## config.mk

```make
export PLATFORM = sky130hd
export DESIGN_NAME = mem_arbiter_flat
export DESIGN_NICKNAME = d
export VERILOG_FILES = /design/src/rtl/mem_arbiter_if.sv /design/src/rtl/mem_arbiter.sv /design/src/flat_wrapper.sv
export SDC_FILE = /design/constraint.sdc
export NUM_CORES = 1
export LEC_CHECK = 0
export CORE_MARGIN = 2
export CORE_UTILIZATION = 42
export CTS_BUF_LIST = sky130_fd_sc_hd__clkbuf_4 sky130_fd_sc_hd__clkbuf_8
export CTS_CLUSTER_DIAMETER = 30
export DETAILED_ROUTE_END_ITERATION = 12
export DONT_BUFFER_PORTS = 1
export PLACE_DENSITY = 0.66
export SETUP_SLACK_MARGIN = 0.05
export SYNTH_ARGS = -nofsm -noshare
export SYNTH_HDL_FRONTEND = slang
export SYNTH_SLANG_ARGS = --single-unit
```

## constraint.sdc

```tcl
create_clock -name clk -period 4.04 [get_ports clk]
set_input_delay 0.404 -clock clk [delete_from_list [all_inputs] [get_ports clk]]
set_output_delay 0.404 -clock clk [all_outputs]
set_load 0.02 [all_outputs]
```

## src/rtl/mem_arbiter_if.sv

```systemverilog
// Bundle of the three requester ports plus the single memory request channel.
// slave is the arbiter's view; master is the view of the requesters and memory together.
interface mem_arbiter_if #(
    parameter int ADDR_BITS = 24,
    parameter int DATA_BITS = 16
);
    logic                 ppu_req;
    logic                 cpu_req;
    logic                 ldr_req;
    logic                 ppu_we;
    logic                 cpu_we;
    logic                 ldr_we;
    logic [ADDR_BITS-1:0] ppu_addr;
    logic [ADDR_BITS-1:0] cpu_addr;
    logic [ADDR_BITS-1:0] ldr_addr;
    logic [DATA_BITS-1:0] ppu_wdata;
    logic [DATA_BITS-1:0] cpu_wdata;
    logic [DATA_BITS-1:0] ldr_wdata;
    logic                 ppu_ack;
    logic                 cpu_ack;
    logic                 ldr_ack;
    logic [DATA_BITS-1:0] rdata;

    logic                 mem_req;
    logic                 mem_we;
    logic [ADDR_BITS-1:0] mem_addr;
    logic [DATA_BITS-1:0] mem_wdata;
    logic                 mem_ack;
    logic [DATA_BITS-1:0] mem_rdata;

    modport slave (
        input  ppu_req, cpu_req, ldr_req,
        input  ppu_we, cpu_we, ldr_we,
        input  ppu_addr, cpu_addr, ldr_addr,
        input  ppu_wdata, cpu_wdata, ldr_wdata,
        output ppu_ack, cpu_ack, ldr_ack, rdata,
        output mem_req, mem_we, mem_addr, mem_wdata,
        input  mem_ack, mem_rdata
    );

    modport master (
        output ppu_req, cpu_req, ldr_req,
        output ppu_we, cpu_we, ldr_we,
        output ppu_addr, cpu_addr, ldr_addr,
        output ppu_wdata, cpu_wdata, ldr_wdata,
        input  ppu_ack, cpu_ack, ldr_ack, rdata,
        input  mem_req, mem_we, mem_addr, mem_wdata,
        output mem_ack, mem_rdata
    );
endinterface

```

## src/rtl/mem_arbiter.sv

```systemverilog
// Serializes PPU, CPU and loader accesses onto one memory request channel:
// fixed priority PPU > CPU > loader, with a starvation override for the loader.
module mem_arbiter #(
    parameter  int ADDR_BITS    = 24,
    parameter  int DATA_BITS    = 16,
    parameter  int STARVE_LIMIT = 8,
    localparam int CNT_W        = $clog2(STARVE_LIMIT + 1)
) (
    input  logic             clk,
    input  logic             reset,
    mem_arbiter_if.slave     bus,
    output logic [1:0]       dbg_state,
    output logic [CNT_W-1:0] dbg_starve_cnt
);

    // Handshake: a requester holds req (with we/addr/wdata) high until its ack
    // pulses for one cycle and drops req the cycle after; mem_req is held until
    // a one-cycle mem_ack, with mem_rdata valid alongside mem_ack.
    typedef enum logic [1:0] {
        ST_IDLE = 2'd0,
        ST_BUSY = 2'd1,
        ST_ACK  = 2'd2
    } state_t;

    typedef enum logic [1:0] {
        ID_PPU = 2'd0,
        ID_CPU = 2'd1,
        ID_LDR = 2'd2
    } port_t;

    localparam logic [CNT_W-1:0] LIMIT_C = CNT_W'(STARVE_LIMIT);

    state_t               state_q, state_d;
    port_t                winner_q, winner_d;
    port_t                grant_id;
    logic                 mem_req_q, mem_req_d;
    logic                 mem_we_q, mem_we_d;
    logic [ADDR_BITS-1:0] mem_addr_q, mem_addr_d;
    logic [DATA_BITS-1:0] mem_wdata_q, mem_wdata_d;
    logic [DATA_BITS-1:0] rdata_q, rdata_d;
    logic                 ppu_ack_q, ppu_ack_d;
    logic                 cpu_ack_q, cpu_ack_d;
    logic                 ldr_ack_q, ldr_ack_d;
    logic [CNT_W-1:0]     starve_cnt_q, starve_cnt_d;
    logic                 any_req;
    logic                 starve_hit;

    assign any_req    = bus.ppu_req | bus.cpu_req | bus.ldr_req;
    assign starve_hit = bus.ldr_req && (starve_cnt_q == LIMIT_C);

    always_comb begin
        grant_id = ID_LDR;
        if (starve_hit) begin
            grant_id = ID_LDR;
        end else if (bus.ppu_req) begin
            grant_id = ID_PPU;
        end else if (bus.cpu_req) begin
            grant_id = ID_CPU;
        end
    end

    always_comb begin
        state_d      = state_q;
        winner_d     = winner_q;
        mem_req_d    = mem_req_q;
        mem_we_d     = mem_we_q;
        mem_addr_d   = mem_addr_q;
        mem_wdata_d  = mem_wdata_q;
        rdata_d      = rdata_q;
        ppu_ack_d    = 1'b0;
        cpu_ack_d    = 1'b0;
        ldr_ack_d    = 1'b0;
        // A loader that stops asking forfeits its accumulated wait.
        starve_cnt_d = bus.ldr_req ? starve_cnt_q : '0;

        case (state_q)
            ST_IDLE: begin
                if (any_req) begin
                    winner_d  = grant_id;
                    mem_req_d = 1'b1;
                    state_d   = ST_BUSY;
                    case (grant_id)
                        ID_PPU: begin
                            mem_we_d    = bus.ppu_we;
                            mem_addr_d  = bus.ppu_addr;
                            mem_wdata_d = bus.ppu_wdata;
                        end
                        ID_CPU: begin
                            mem_we_d    = bus.cpu_we;
                            mem_addr_d  = bus.cpu_addr;
                            mem_wdata_d = bus.cpu_wdata;
                        end
                        default: begin
                            mem_we_d    = bus.ldr_we;
                            mem_addr_d  = bus.ldr_addr;
                            mem_wdata_d = bus.ldr_wdata;
                        end
                    endcase
                    if (grant_id == ID_LDR) begin
                        starve_cnt_d = '0;
                    end else if (bus.ldr_req && (starve_cnt_q != LIMIT_C)) begin
                        starve_cnt_d = starve_cnt_q + 1'b1;
                    end
                end
            end
            ST_BUSY: begin
                if (bus.mem_ack) begin
                    rdata_d   = bus.mem_rdata;
                    mem_req_d = 1'b0;
                    state_d   = ST_ACK;
                    case (winner_q)
                        ID_PPU:  ppu_ack_d = 1'b1;
                        ID_CPU:  cpu_ack_d = 1'b1;
                        default: ldr_ack_d = 1'b1;
                    endcase
                end
            end
            ST_ACK: begin
                state_d = ST_IDLE;
            end
            default: begin
                state_d   = ST_IDLE;
                mem_req_d = 1'b0;
            end
        endcase
    end

    always_ff @(posedge clk) begin
        if (reset) begin
            state_q      <= ST_IDLE;
            winner_q     <= ID_PPU;
            mem_req_q    <= 1'b0;
            mem_we_q     <= 1'b0;
            mem_addr_q   <= '0;
            mem_wdata_q  <= '0;
            rdata_q      <= '0;
            ppu_ack_q    <= 1'b0;
            cpu_ack_q    <= 1'b0;
            ldr_ack_q    <= 1'b0;
            starve_cnt_q <= '0;
        end else begin
            state_q      <= state_d;
            winner_q     <= winner_d;
            mem_req_q    <= mem_req_d;
            mem_we_q     <= mem_we_d;
            mem_addr_q   <= mem_addr_d;
            mem_wdata_q  <= mem_wdata_d;
            rdata_q      <= rdata_d;
            ppu_ack_q    <= ppu_ack_d;
            cpu_ack_q    <= cpu_ack_d;
            ldr_ack_q    <= ldr_ack_d;
            starve_cnt_q <= starve_cnt_d;
        end
    end

    assign bus.mem_req    = mem_req_q;
    assign bus.mem_we     = mem_we_q;
    assign bus.mem_addr   = mem_addr_q;
    assign bus.mem_wdata  = mem_wdata_q;
    assign bus.rdata      = rdata_q;
    assign bus.ppu_ack    = ppu_ack_q;
    assign bus.cpu_ack    = cpu_ack_q;
    assign bus.ldr_ack    = ldr_ack_q;
    assign dbg_state      = state_q;
    assign dbg_starve_cnt = starve_cnt_q;

endmodule

```

## src/flat_wrapper.sv

```systemverilog
// flat-port wrapper written by rule: the top's interface ports become plain ports
module mem_arbiter_flat 
#(
    parameter  int ADDR_BITS    = 24,
    parameter  int DATA_BITS    = 16,
    parameter  int STARVE_LIMIT = 8,
    localparam int CNT_W        = $clog2(STARVE_LIMIT + 1)
)
  (clk, reset, dbg_state, dbg_starve_cnt, bus_ppu_req, bus_cpu_req, bus_ldr_req, bus_ppu_we, bus_cpu_we, bus_ldr_we, bus_ppu_addr, bus_cpu_addr, bus_ldr_addr, bus_ppu_wdata, bus_cpu_wdata, bus_ldr_wdata, bus_ppu_ack, bus_cpu_ack, bus_ldr_ack, bus_rdata, bus_mem_req, bus_mem_we, bus_mem_addr, bus_mem_wdata, bus_mem_ack, bus_mem_rdata);
  mem_arbiter_if #(.ADDR_BITS(ADDR_BITS), .DATA_BITS(DATA_BITS)) bus_i ();
  input  logic clk;
  input  logic reset;
  output logic [1:0] dbg_state;
  output logic [CNT_W-1:0] dbg_starve_cnt;
  input wire logic [$bits(bus_i.ppu_req)-1:0] bus_ppu_req;
  input wire logic [$bits(bus_i.cpu_req)-1:0] bus_cpu_req;
  input wire logic [$bits(bus_i.ldr_req)-1:0] bus_ldr_req;
  input wire logic [$bits(bus_i.ppu_we)-1:0] bus_ppu_we;
  input wire logic [$bits(bus_i.cpu_we)-1:0] bus_cpu_we;
  input wire logic [$bits(bus_i.ldr_we)-1:0] bus_ldr_we;
  input wire logic [$bits(bus_i.ppu_addr)-1:0] bus_ppu_addr;
  input wire logic [$bits(bus_i.cpu_addr)-1:0] bus_cpu_addr;
  input wire logic [$bits(bus_i.ldr_addr)-1:0] bus_ldr_addr;
  input wire logic [$bits(bus_i.ppu_wdata)-1:0] bus_ppu_wdata;
  input wire logic [$bits(bus_i.cpu_wdata)-1:0] bus_cpu_wdata;
  input wire logic [$bits(bus_i.ldr_wdata)-1:0] bus_ldr_wdata;
  output wire logic [$bits(bus_i.ppu_ack)-1:0] bus_ppu_ack;
  output wire logic [$bits(bus_i.cpu_ack)-1:0] bus_cpu_ack;
  output wire logic [$bits(bus_i.ldr_ack)-1:0] bus_ldr_ack;
  output wire logic [$bits(bus_i.rdata)-1:0] bus_rdata;
  output wire logic [$bits(bus_i.mem_req)-1:0] bus_mem_req;
  output wire logic [$bits(bus_i.mem_we)-1:0] bus_mem_we;
  output wire logic [$bits(bus_i.mem_addr)-1:0] bus_mem_addr;
  output wire logic [$bits(bus_i.mem_wdata)-1:0] bus_mem_wdata;
  input wire logic [$bits(bus_i.mem_ack)-1:0] bus_mem_ack;
  input wire logic [$bits(bus_i.mem_rdata)-1:0] bus_mem_rdata;
  assign bus_i.ppu_req = bus_ppu_req;
  assign bus_i.cpu_req = bus_cpu_req;
  assign bus_i.ldr_req = bus_ldr_req;
  assign bus_i.ppu_we = bus_ppu_we;
  assign bus_i.cpu_we = bus_cpu_we;
  assign bus_i.ldr_we = bus_ldr_we;
  assign bus_i.ppu_addr = bus_ppu_addr;
  assign bus_i.cpu_addr = bus_cpu_addr;
  assign bus_i.ldr_addr = bus_ldr_addr;
  assign bus_i.ppu_wdata = bus_ppu_wdata;
  assign bus_i.cpu_wdata = bus_cpu_wdata;
  assign bus_i.ldr_wdata = bus_ldr_wdata;
  assign bus_ppu_ack = bus_i.ppu_ack;
  assign bus_cpu_ack = bus_i.cpu_ack;
  assign bus_ldr_ack = bus_i.ldr_ack;
  assign bus_rdata = bus_i.rdata;
  assign bus_mem_req = bus_i.mem_req;
  assign bus_mem_we = bus_i.mem_we;
  assign bus_mem_addr = bus_i.mem_addr;
  assign bus_mem_wdata = bus_i.mem_wdata;
  assign bus_i.mem_ack = bus_mem_ack;
  assign bus_i.mem_rdata = bus_mem_rdata;
  mem_arbiter #(.ADDR_BITS(ADDR_BITS), .DATA_BITS(DATA_BITS), .STARVE_LIMIT(STARVE_LIMIT)) u_core (.clk(clk), .reset(reset), .bus(bus_i), .dbg_state(dbg_state), .dbg_starve_cnt(dbg_starve_cnt));
endmodule
```

---- After elaboration in Yosys (flattened, before gate mapping) ----
Cells that the tools add are included.
W data, S select, Z words.
storage, ports and cells
  memory bits (read-only) ................. 0
  bits in writable memories ............... 0
  output and inout port bits .............. 67
  register bits after elaboration ......... 69
  memories ................................ 0
  bits in latches ......................... 0
operators by class
  reductions and logical operators ........ 11
  equal/unequal tests ..................... 9
  shift operators ......................... 0
  add/subtract/negate cells ............... 1
  mux-type cells .......................... 20
  order comparisons ....................... 0
  bitwise logic cells ..................... 5
  div/mod/pow operators ................... 0
  $mul .................................... 0
operators with widths
  operator               number
  $pmux W24 S2           1
  $pmux W16 S2           1
  $mux W4                5
  $mux W2                5
  $eq A2 B1 Y1 const B   3
  $logic_not A2 Y1       3
  $reduce_and A2 Y1      3
  $mux W1                5
  $add A4 B1 Y4 const B  1
  $eq A2 B2 Y1 const B   2
  $eq A4 B4 Y1 const B   1
  $ne A4 B4 Y1 const B   1
  $pmux W2 S2            1
  $not A1 Y1             3
  $pmux W1 S3            1
  $reduce_and A3 Y1      1
  $reduce_or A3 Y1       1
  $logic_and A1 B1 Y1    2
  $ne A2 B1 Y1 const B   1
  $ne A2 B2 Y1 const B   1
  $or A1 B1 Y1           2
  $pmux W1 S2            1
  $reduce_or A2 Y1       1

---- Depth between registers and ports, before layout ----
  depth in word-level cells ............... 7
  depth in mapped cells ................... 8
  depth with buffers taken out ............ 6

---- Least setup slack after synthesis ----
OpenSTA, ideal clock, no wires.
  path kind ............................... register -> register
  from .................................... register u_core.starve_cnt_q[0] (netlist: u_core.dbg_starve_cnt[0])
  to ...................................... register u_core.mem_addr_q[0] (netlist: u_core.bus.mem_addr[0])
  stages on the path, launching flop included .. 8
  clock period less this slack ............ 1.762 ns
  data arrival time ....................... 1.678 ns
  library setup time ...................... 0.084 ns
  path slack .............................. 2.278 ns
  cells stage by stage .................... dfxtp_1 inv_1 ha_1 nand4b_2 buf_2 clkbuf_1 o21ai_0 o31ai_2
on the way
  cells in the longest elaborated chain, start to end .. 5
RTL lines
  element                                           line                text
  from (decl)                                       mem_arbiter.sv:44   logic [CNT_W-1:0] starve_cnt_q, starve_cnt_d;
  from (signal assigned)                            mem_arbiter.sv:152  starve_cnt_q <= starve_cnt_d;
  $eq A4 B4 Y1 *                                    mem_arbiter.sv:49   assign starve_hit = bus.ldr_req && (starve_cnt_q == LIMIT_C);
  $logic_and A1 B1 Y1 *                             mem_arbiter.sv:49
  $mux W2 *                                         mem_arbiter.sv:53   if (starve_hit) begin
  $eq A2 B1 Y1 or $logic_not A2 Y1 (tied branches)  mem_arbiter.sv:82   case (grant_id)
  $pmux W24 S2 *                                    mem_arbiter.sv:82
  to (signal assigned)                              mem_arbiter.sv:146  mem_addr_q <= mem_addr_d;
  to (decl)                                         mem_arbiter.sv:38   logic [ADDR_BITS-1:0] mem_addr_q, mem_addr_d;
Mark *: on every way between the ends. The rest lies on a longest branch, timed or not.
A chain may end at the register's enable or synchronous reset.

---- Worst setup path in the final report ----
  from .................................... register u_core.starve_cnt_q[0] (netlist: u_core.dbg_starve_cnt[0])
  to ...................................... register u_core.mem_addr_q[11] (netlist: u_core.bus.mem_addr[11])
Same word-level chain as after synthesis.

==> metrics.csv <==
stage,metric,value,unit
sta,slew_headroom,0.2566,
floorplan,rows,35,
route,vias,3554,
min_path,hold-path-cell-count,1,
global_routing,grtUsageTotal,0.1843,
critical_path,rr_startpoint,u_core.dbg_starve_cnt[0],
critical_path,crit_required,4.31,ns
sta,max_freq,0.3824,GHz
placement,portBuffers,0,
synth,synth_top_cells_by_area,"dfxtp_1 (35%), o31ai_2 (12%), nor2_1 (8.3%), nand3b_1 (8.1%), nand2_1 (7.3%)",
clock_tree,clock_latency,0.34,ns
clock_tree,postCtsSetupBuffers,0,
clock_tree,clock_path_buffers,2,
floorplan,initial_core_util,0.4314,
critical_path,crit_chain,inv_1 -> ha_1 -> nand4b_4 -> buf_4 -> nand3b_1 -> o21ai_0 -> o31ai_2,
critical_path,arrival,2.88,ns
critical_path,rr_endpoint,u_core.bus.mem_addr[11],
placement,hpwl,6883,µm
synth,synth_cell_types,35,
clock_tree,numCtsBuffers,9,
pwr,ir_drop,160.4,µV
global_routing,grt_pass1_vias,3302,
floorplan,die_w,101.4,µm
sta,finalWorstSetupSlack,1.425,ns
floorplan,die_h,101.4,µm
synth,syn_area,3986,µm²
sta,period_needed,2.615,ns
sta,finalCritPeriodShare,0.6473,
global_routing,antenna_found_initial,0,
clock_tree,cts_tree,done,
synth,synthFlopType,dfxtp_1,
critical_path,reg2reg_slack,1.42,ns
sta,setup_violations,0,
sta,final_hold_viol_count,0,
global_routing,overflow,0,
pwr,power_density,396.8,nW/µm²
route,ant_nets,0,
sta,grt_setup_unrepaired,false,
route,viasPerCell,5.562,
final_layout,syn2layout_area_growth,4.331,%
synth,ys_ff_latch,69,
job,cap_violations,0,
synth,synth_top_area_cell,dfxtp_1,
synth,yosysMostFrequentCell,nor2_1,
route,drtIter0Drc,132,
global_routing,grt_pass1_wl,15220,µm
synth,ys_warn_count,0,
synth,avgSynthCellArea,7.410,µm²
critical_path,crit_fanout,64,
min_path,hold_path_startpoint,reset,
floorplan,die-area,10290,µm²
final_layout,layout.nets,652,
min_path,hp-class,in2reg,
pwr,p_leak,1.608,nW
sta,slew_violations,0,
outcome,status,completed,
clock_tree,ctsResizeCount,0,
synth,synth_nets,685,
clock_tree,clock_sinks,69,
final_layout,drive_above_1_share,0.1196,
route,routed_wl,9771,µm
placement,post-place-ws,1.473,ns
critical_path,crit_type,reg2reg,
route,drc,0,
floorplan,core_area,9240,µm²
route,first_pass_iters,4,
synth,synth_common_cells,"nor2_1 (88), nand2_1 (77), dfxtp_1 (69)",
synth,async_flop_share,0,
sta,max_slew.worst_pin.slew,1.113,ns
critical_path,cp_slowest_cell,nand4b_4,
synth,synth_top_area_share,0.3465,
synth,synth_edf_count,0,
critical_path,end_kind,flip-flop,
critical_path,cp_slowest_stage_delay,0.61,ns
critical_path,start_kind,flip-flop,
sta,fin_worst_skew,0.01203,ns
final_layout,num_antenna_cells,0,
clock_tree,root_buffer,clkbuf_8,
synth,synth_seq_area_share,0.3465,
route,post_drt_wl_per_cell,15.29,µm
sta,setup_tns,0,ns
clock_tree,cts-htree-levels,3,
clock_tree,postCtsHoldBufs,0,
critical_path,reg2reg_depth,7,
clock_tree,clk_pin_slew,0.09,ns
placement,gp_congestion,0.8633,
global_routing,grt_max_degree,87,
min_path,hold_end,u_core.bus.rdata[11],
synth,syn_inst,538,
floorplan,num_io_pins,212,
## area by class of cell
class | count | area, µm²
multi-input cells | 379 | 2233
clock buffers | 10 | 131.4
well taps | 129 | 161.4
repair buffers | 2 | 15.01
flip-flops and latches | 69 | 1381
fillers | 921 | 5081
clock inverters | 6 | 71.32
inverters | 44 | 165.2
## sequential cells by signal, indices dropped and copies added, names as in the netlist
name                   count
u_core.bus.mem_addr       24
u_core.bus.mem_wdata      16
u_core.bus.rdata          16
u_core.dbg_starve_cnt      4
u_core.dbg_state           2
u_core.winner_q            2
u_core.bus.cpu_ack         1
u_core.bus.ldr_ack         1
u_core.bus.mem_req         1
u_core.bus.mem_we          1
u_core.bus.ppu_ack         1
## placed cells by master, fill, tap and decap left out, types with 9 or more instances in the layout
cell / count
clkbuf_8: 9
a31oi_1: 41
inv_1: 44
nand3b_1: 43
o21ai_0: 42
nand2_1: 77
dfxtp_1: 69
nor2_1: 88
a21oi_1: 21
o31ai_2: 38
## routing by layer
layer / vias up / track usage / routed length [µm]
li1: 1769 / - / -
met3: 17 / 0.07937 / 955
met4: 0 / 0.06133 / 153
met5: - / 0 / 0
met1: 1619 / 0.2027 / 3969
met2: 149 / 0.3194 / 4693
## metrics by stage
stage,cell area [µm²],hold WS (ns),total power [W],util,std cells
2_1_floorplan,3986,0.4149,0.001078,-,538
3_3_place_gp,3956,0.4291,0.001085,0.4282,623
3_5_place_dp,3956,0.4476,0.001095,0.4282,623
4_1_cts,4159,0.08875,0.001680,0.4501,639
5_1_grt,4159,0.08755,0.001743,0.4501,639
6_report,4159,0.1171,0.001650,0.4501,639
## critical path: cells and delay by family (launching register included)
family | cells | cell delay, ns
buf+inv | 2 | 0.69
compound gates | 2 | 0.33
flops | 1 | 0.40
fa+ha+maj | 1 | 0.27
simple gates | 2 | 0.78
## logic make-up after synthesis
kind of cell	synth area share
and+or+nand+nor	0.2646
AOI/OAI and AO/OA	0.2803
DFF	0.3465
adders and majority gates	0.006276
buffers and inverters	0.09730
muxes	0.005022
## power by group
part | switching, W | leakage (nW) | internal [W] | total (W)
clock | 0.000281 | 0.0969 | 0.000298 | 0.000578
combinational | 0.000114 | 0.943 | 0.0000979 | 0.000212
sequential | 0.000119 | 0.568 | 0.000741 | 0.000860
total | 0.000514 | 1.61 | 0.00114 | 0.00165
## worst max-delay path by stage
stage	start	to	slack [ns]	depth (start not counted)
after floorplan	u_core.dbg_starve_cnt[0]	u_core.bus.mem_addr[0]	2.28	7
after global placement	u_core.dbg_starve_cnt[0]	u_core.bus.mem_addr[14]	1.59	7
after detailed placement	u_core.dbg_starve_cnt[0]	u_core.bus.mem_addr[6]	1.47	7
after CTS	u_core.dbg_starve_cnt[0]	u_core.bus.mem_addr[3]	1.46	7
after global routing	u_core.dbg_starve_cnt[0]	u_core.bus.mem_addr[2]	1.18	7
final	u_core.dbg_starve_cnt[0]	u_core.bus.mem_addr[11]	1.42	7
(Power assumes the default switching activity.)
